File: config.mk
export PLATFORM = sky130hd
export DESIGN_NAME = shift_add_mult_seq_flat
export DESIGN_NICKNAME = d
export VERILOG_FILES = /design/src/rtl/shift_add_mult_seq_if.sv /design/src/rtl/shift_add_mult_seq.sv /design/src/flat_wrapper.sv
export SDC_FILE = /design/constraint.sdc
export NUM_CORES = 1
export LEC_CHECK = 0
export CAP_MARGIN = 15
export CORE_MARGIN = 2
export CORE_UTILIZATION = 31
export CTS_CLUSTER_DIAMETER = 30
export DETAILED_ROUTE_END_ITERATION = 10
export DONT_BUFFER_PORTS = 1
export PLACE_DENSITY = 0.52
export SYNTH_ARGS = -nofsm -noshare
export SYNTH_HDL_FRONTEND = slang
export SYNTH_SLANG_ARGS = --single-unit
File: constraint.sdc
create_clock -name clk -period 3.1 [get_ports clk]
set_input_delay 0.155 -clock clk [delete_from_list [all_inputs] [get_ports clk]]
set_output_delay 0.155 -clock clk [all_outputs]
set_load 0.005 [all_outputs]
File: src/rtl/shift_add_mult_seq_if.sv
// Handshake bundle for the sequential shift-and-add multiplier: operand
// side (in_*, magnitudes, signs) and result side (out_*, product, busy).
interface shift_add_mult_seq_if #(
   parameter int WIDTH = 12
);
   logic                 in_valid;
   logic                 in_ready;
   logic [WIDTH-1:0]     x_mag;
   logic [WIDTH-1:0]     y_mag;
   logic                 x_sign;
   logic                 y_sign;
   logic                 out_valid;
   logic                 out_ready;
   logic [2*WIDTH-1:0]   product;
   logic                 busy;

   modport master (
      output in_valid, x_mag, y_mag, x_sign, y_sign, out_ready,
      input  in_ready, out_valid, product, busy
   );

   modport slave (
      input  in_valid, x_mag, y_mag, x_sign, y_sign, out_ready,
      output in_ready, out_valid, product, busy
   );
endinterface

File: src/rtl/shift_add_mult_seq.sv
// Sequential shift-and-add multiplier: unsigned magnitudes in, signed 2*WIDTH
// product out after WIDTH add/shift iterations, valid/ready on both sides.
module shift_add_mult_seq #(
   parameter int WIDTH = 12,
   parameter int CNT_W = 4
) (
   input  logic                 clk,
   input  logic                 rst,
   shift_add_mult_seq_if.slave  bus
);
   localparam logic [1:0] IDLE = 2'd0;
   localparam logic [1:0] CALC = 2'd1;
   localparam logic [1:0] DONE = 2'd2;
   localparam logic [CNT_W-1:0] LAST_CNT = CNT_W'(WIDTH - 1);

   logic [1:0]           state;
   logic [2*WIDTH-1:0]   mcand;
   logic [2*WIDTH-1:0]   acc;
   logic [WIDTH-1:0]     mplier;
   logic [CNT_W-1:0]     cnt;
   logic                 neg;
   logic                 in_ready_reg;
   logic                 out_valid_reg;
   logic [2*WIDTH-1:0]   product_reg;
   logic [2*WIDTH-1:0]   acc_next;
   logic [2*WIDTH-1:0]   signed_acc;

   // NOTE: every always_comb output gets a default first so no path can infer a latch.
   always_comb begin
      acc_next   = acc;
      if (mplier[0]) acc_next = acc + mcand;
      signed_acc = neg ? (~acc + (2*WIDTH)'(1)) : acc;
   end

   // in_ready is registered so it stays low while rst is held and has no
   // combinational dependence on in_valid.
   // NOTE: sequential state uses non-blocking assignments only; every register
   // here is cleared by the asynchronous reset.
   always_ff @(posedge clk or negedge rst) begin
      if (!rst) begin
         state         <= IDLE;
         mcand         <= '0;
         acc           <= '0;
         mplier        <= '0;
         cnt           <= '0;
         neg           <= 1'b0;
         in_ready_reg  <= 1'b0;
         out_valid_reg <= 1'b0;
         product_reg   <= '0;
      end else begin
         case (state)
            IDLE: begin
               if (bus.in_valid && in_ready_reg) begin
                  mcand        <= {{WIDTH{1'b0}}, bus.x_mag};
                  mplier       <= bus.y_mag;
                  acc          <= '0;
                  cnt          <= '0;
                  neg          <= bus.x_sign ^ bus.y_sign;
                  in_ready_reg <= 1'b0;
                  state        <= CALC;
               end else begin
                  in_ready_reg <= 1'b1;
               end
            end
            CALC: begin
               acc    <= acc_next;
               mcand  <= mcand << 1;
               mplier <= mplier >> 1;
               cnt    <= cnt + CNT_W'(1);
               if (cnt == LAST_CNT) state <= DONE;
            end
            DONE: begin
               // First DONE cycle loads the signed result; it then holds until taken.
               if (!out_valid_reg) begin
                  product_reg   <= signed_acc;
                  out_valid_reg <= 1'b1;
               end else if (bus.out_ready) begin
                  out_valid_reg <= 1'b0;
                  in_ready_reg  <= 1'b1;
                  state         <= IDLE;
               end
            end
            default: state <= IDLE;
         endcase
      end
   end

   assign bus.in_ready  = in_ready_reg;
   assign bus.out_valid = out_valid_reg;
   assign bus.product   = product_reg;
   assign bus.busy      = (state != IDLE);
endmodule

File: src/flat_wrapper.sv
// flat-port wrapper written by rule: the top's interface ports become plain ports
module shift_add_mult_seq_flat 
#(
   parameter int WIDTH = 12,
   parameter int CNT_W = 4
)
  (clk, rst, bus_in_valid, bus_x_mag, bus_y_mag, bus_x_sign, bus_y_sign, bus_out_ready, bus_in_ready, bus_out_valid, bus_product, bus_busy);
  shift_add_mult_seq_if #(.WIDTH(WIDTH)) bus_i ();
  input  logic clk;
  input  logic rst;
  input wire logic [$bits(bus_i.in_valid)-1:0] bus_in_valid;
  input wire logic [$bits(bus_i.x_mag)-1:0] bus_x_mag;
  input wire logic [$bits(bus_i.y_mag)-1:0] bus_y_mag;
  input wire logic [$bits(bus_i.x_sign)-1:0] bus_x_sign;
  input wire logic [$bits(bus_i.y_sign)-1:0] bus_y_sign;
  input wire logic [$bits(bus_i.out_ready)-1:0] bus_out_ready;
  output wire logic [$bits(bus_i.in_ready)-1:0] bus_in_ready;
  output wire logic [$bits(bus_i.out_valid)-1:0] bus_out_valid;
  output wire logic [$bits(bus_i.product)-1:0] bus_product;
  output wire logic [$bits(bus_i.busy)-1:0] bus_busy;
  assign bus_i.in_valid = bus_in_valid;
  assign bus_i.x_mag = bus_x_mag;
  assign bus_i.y_mag = bus_y_mag;
  assign bus_i.x_sign = bus_x_sign;
  assign bus_i.y_sign = bus_y_sign;
  assign bus_i.out_ready = bus_out_ready;
  assign bus_in_ready = bus_i.in_ready;
  assign bus_out_valid = bus_i.out_valid;
  assign bus_product = bus_i.product;
  assign bus_busy = bus_i.busy;
  shift_add_mult_seq #(.WIDTH(WIDTH), .CNT_W(CNT_W)) u_core (.clk(clk), .rst(rst), .bus(bus_i));
endmodule
Word-level counts from Yosys, hierarchy flattened
Index checks and enable logic that the tools add are counted.
Widths: inputs -> output; s select.
{"block": "op_classes", "add_sub_neg": 3, "n_eq_ne": 8, "muxes": 21, "bitwise_logic": 3, "reduce_logical": 11}
{"cell": "$mux 24", "n": 4}
{"cell": "$pmux 24 s2", "n": 2}
{"cell": "$add 24x1->24 const B", "n": 1}
{"cell": "$add 24x24->24", "n": 1}
{"cell": "$not 24->24", "n": 1}
{"cell": "$pmux 12 s2", "n": 1}
{"cell": "$mux 12", "n": 1}
{"cell": "$mux 2", "n": 4}
{"cell": "$ne 2x1->1 const B", "n": 4}
{"cell": "$pmux 4 s2", "n": 1}
{"cell": "$pmux 2 s3", "n": 1}
{"cell": "$reduce_and 2->1", "n": 3}
{"cell": "$reduce_and 3->1", "n": 2}
{"cell": "$reduce_bool 2->1", "n": 3}
{"cell": "$mux 1", "n": 5}
{"cell": "$add 4x1->4 const B", "n": 1}
{"cell": "$eq 4x4->1 const B", "n": 1}
{"cell": "$mux 4", "n": 1}
{"cell": "$reduce_and 4->1", "n": 1}
{"cell": "$eq 2x1->1 const B", "n": 1}
{"cell": "$eq 2x2->1 const B", "n": 1}
{"cell": "$logic_not 2->1", "n": 1}
{"cell": "$ne 2x2->1 const B", "n": 1}
{"cell": "$pmux 1 s2", "n": 1}
{"cell": "other kinds (3)", "n": 3}
{"block": "totals", "regBits": 93, "in_bits": 30, "out_inout_bits": 27, "wordCells": 55}

Depth between registers and ports, before layout
{"block": "logic_depth", "word_depth": 3, "mapped_depth": 9, "depth_no_buf": 9}

Worst setup path after synthesis
OpenSTA, ideal clock, no wires.
{"block": "synth_path", "kind": "reg-to-reg", "start": "register u_core.acc[0]", "end": "register u_core.acc[20]", "setup_ps": 127, "t_arrival_ps": 2481, "required_ps": 2973, "path_slack_ps": 492, "stages_incl_launch_ff": 10, "n_path_buf": 0, "synth_period_minus_slack_ps": 2608, "path_cell_list": "dfrtp_1 ha_1 fa_1 a211o_1 a21oi_1 o2111ai_1 and3_1 a2111oi_2 a2111o_1 nand3_1"}
{"block": "synth_between", "elab_chain_cells": 3}
{"item": "start: declaration", "line": "shift_add_mult_seq.sv:18", "text": "logic [2*WIDTH-1:0] acc;"}
{"item": "start signal: assignment", "line": "shift_add_mult_seq.sv:66", "text": "acc <= acc_next;"}
{"item": "$add 24x24->24", "line": "shift_add_mult_seq.sv:31", "text": "if (mplier[0]) acc_next = acc + mcand;"}
{"item": "$mux 24", "line": "shift_add_mult_seq.sv:31"}
{"item": "$pmux 24 s2", "line": "shift_add_mult_seq.sv:51", "text": "case (state)"}
No other way between the ends. The select of a mux whose other input is x is not followed.
A chain may end at the register's enable or synchronous reset.

Final worst setup path
Same ends and word-level chain as after synthesis.

==> results.md <==
* Post-CTS setup buffer count at 0
* Post-synth EDFFs at 0
* Max Buffers Root-to-Sink at 2
* Via density at approximately 5
* Least-Margin Pin Slew at roughly 1.1 ns
* Share of cells above drive strength 1 at 0.0646
* Worst hold path class: input port to flop
* Detail Placement HPWL at 9010 um
* CTS tree: yes
* Die H at between 100 and 150 um
* RSZ-0062 raised after global routing: false
* Syn Std Cell Area at 5270 sq um
* Port buffer count at 0
* FMAX at around 350 MHz
* First-pass GRT wire length at about 21,000 um
* Total GRT Usage at 0.148
* Cell variety after synth at 52
* R2R Path End: u_core.acc[20]
* Antenna Nets Post-Route at 0
* Area leader, netlist: dfrtp_1
* Starting Density at 0.318
* #FFs+latches synth at 93
* Fill cells at ~1,700
* WS Path Type: flop to flop
* Period Utilization, post-route at 0.912
* Final WL at roughly 13,000 um
* Status: finished, final reports clean
* H-tree depth at 3
* Area growth syn-to-layout at 15.5%
* First-pass DRT Iterations at 4
* Synth area leaders: dfrtp_1 (44%), nand2_1 (6.4%), ha_1 (5.9%)
* Max-Cap Viols at 0
* Worst r2r path cells at 9
* Crit path from: u_core.acc[0]
* Fin. max-slew vios at 0
* Max Fanout on Critical Path at 6
* Peak supply drop at between 0.4 and 0.5 mV
* Mapped Cells at between 500 and 600
* Root buffer cell: clkbuf_16
* Total congestion overflow at 0
* CP endpoint: u_core.acc[20]
* Num CTS Buffers at 9
* Clk Latency, worst-skew pair at approximately 0.35 ns
* FF-to-FF Start: u_core.acc[0]
* Vias in the first global route at ~4,200
* Slew margin rel. at 0.278
* Mean area per synthesized cell at approximately 9.0 sq um
* Setup-failing EPs final at 0
* # DRC at 0
* Synth Flop Type: dfrtp_1
* Async SR Flop Fraction at 1.00
* Routability congestion estimate from global placement at roughly 0.84
* Initial antenna violation count at 1
* Number of cell rows at between 40 and 50
* Tmin final at around 2.8 ns
* Register area share after synthesis at 0.442
* WP data required at 3.32 ns
* Worst Skew at 0.00879 ns
* Clock slew at reported path FFs at 0.06 ns
* Die Area at roughly 18,000 sq um
* Drt first-iter violations at 213
* Final Core Density at 0.367
* Critical Path End Type: flop
* Sink Count at a little over 90
* Pwr/cell area at between 1000 and 1500 nW/um^2
* Post-CTS Hold Fix Bufs at 26
* Type of origin of the critical path: flop
* Data arrival time of the critical path at 3.05 ns
* Syn Nets at around 640
* Fin. Hold Viols at 0
* Leakage at 2.66 nW
* PostCTS Resize Cnt at 0
* Final TNS setup at 0 ns
* Number of warnings issued by yosys at 0
* CORE AREA at ~17,000 sq um
* Flop2flop setup slack at around 0.27 ns
* Number of I/O pins at 57
* PnR Total Power at ~7.3 mW
* Chip Width at 134 um
* Drt wl/cell at about 15 um
* DR vias at between 4,000 and 5,000
* Synth top area share at 0.442
* Largest net degree at the start of global routing at 94
* Nets at around 660
## layout make-up
cell class	count	area, sq um	area share
sequential	93	2330	0.382
clock buffer	10	229	0.0376
inverter	12	45.0	0.00740
timing repair buffer	33	330	0.0543
clock inverter	4	75.1	0.0123
tap	220	275	0.0452
multi-input combinational	452	2800	0.461
antenna	1	2.50	0.000411
## report_power, final
part | internal [mW] | leakage, nW | switching (mW)
registers | 1.81 | 1.15 | 0.666
clock network | 0.697 | 0.141 | 0.447
logic | 1.60 | 1.37 | 2.12
total | 4.10 | 2.66 | 3.24
## worst max-delay path, cell delays in order, from the launching register on
cell and delay (ns):
dfrtp_1 0.44, ha_1 0.25, fa_1 0.43, a211o_1 0.29, a21oi_1 0.19, o2111ai_1 0.20
and3_1 0.20, a2111oi_2 0.43, a2111o_1 0.22, nand3_1 0.06
## metal layers
| metal | GRT usage | part of all wire |
|---|---|---|
| met1 | 0.210 | 0.51 |
| met2 | 0.222 | 0.43 |
| met3 | 0.0412 | 0.054 |
| met4 | 0.0345 | 0.0086 |
| met5 | 0 | 0 |
## worst min path at each step
stage	startpoint	end	cells after the start
3_5_place_dp	rst	u_core.mcand[21]	0
6_report	bus_x_sign	u_core.neg	2
5_1_grt	bus_x_sign	u_core.neg	2
3_3_place_gp	rst	u_core.state[0]	0
4_1_cts	bus_out_ready	u_core.bus.out_valid	3
2_1_floorplan	rst	u_core.acc[0]	0
## through the flow
step | setup WS [ns] | cells | hold slack [ns] | instance area (sq um)
after floorplan | 0.492 | 586 | -0.141 | 5270
after global placement | 0.312 | 784 | -0.132 | 5500
after detailed placement | 0.283 | 784 | -0.132 | 5500
after CTS | 0.251 | 824 | 0.0301 | 6090
after global routing | 0.0666 | 825 | 0.0304 | 6090
final | 0.272 | 825 | 0.0444 | 6090
## cell usage after synthesis, drive strengths merged, types with 10 or more instances
| library cell | n |
|---|---|
| nor2 | 63 |
| o21ai | 36 |
| a22o | 16 |
| inv | 12 |
| a31oi | 26 |
| ha | 25 |
| xnor2 | 14 |
| nand3 | 10 |
| a21oi | 43 |
| dfrtp | 93 |
| clkbuf | 25 |
| nand2 | 90 |
| xor2 | 28 |
## cells by family after synthesis
group / after synthesis / synth area share
AO/OA/AOI/OAI: 164 / 0.202
XOR/XNOR: 42 / 0.0698
adder cells (fa/ha/maj): 26 / 0.0632
buffers and inverters: 41 / 0.0292
flip-flops: 93 / 0.442
multiplexers: 4 / 0.00783
AND/OR/NAND/NOR: 216 / 0.186
## cell usage in the layout (no fill, tap or decap), drive strengths merged, types with 5 or more instances in the layout
cell,instances
a21oi,43
ha,25
dfrtp,93
or2,5
inv,12
nor3b,5
clkbuf,10
nand4,6
or3,8
a211oi,5
a22o,16
o31ai,9
nand2b,5
and3,5
o211ai,5
o21bai,6
o21ai,36
dlygate4sd3,25
xor2,28
nor2,63
a31oi,26
nor3,5
nand3,10
buf,8
nand2,90
xnor2,14
(Power assumes the default switching activity.)
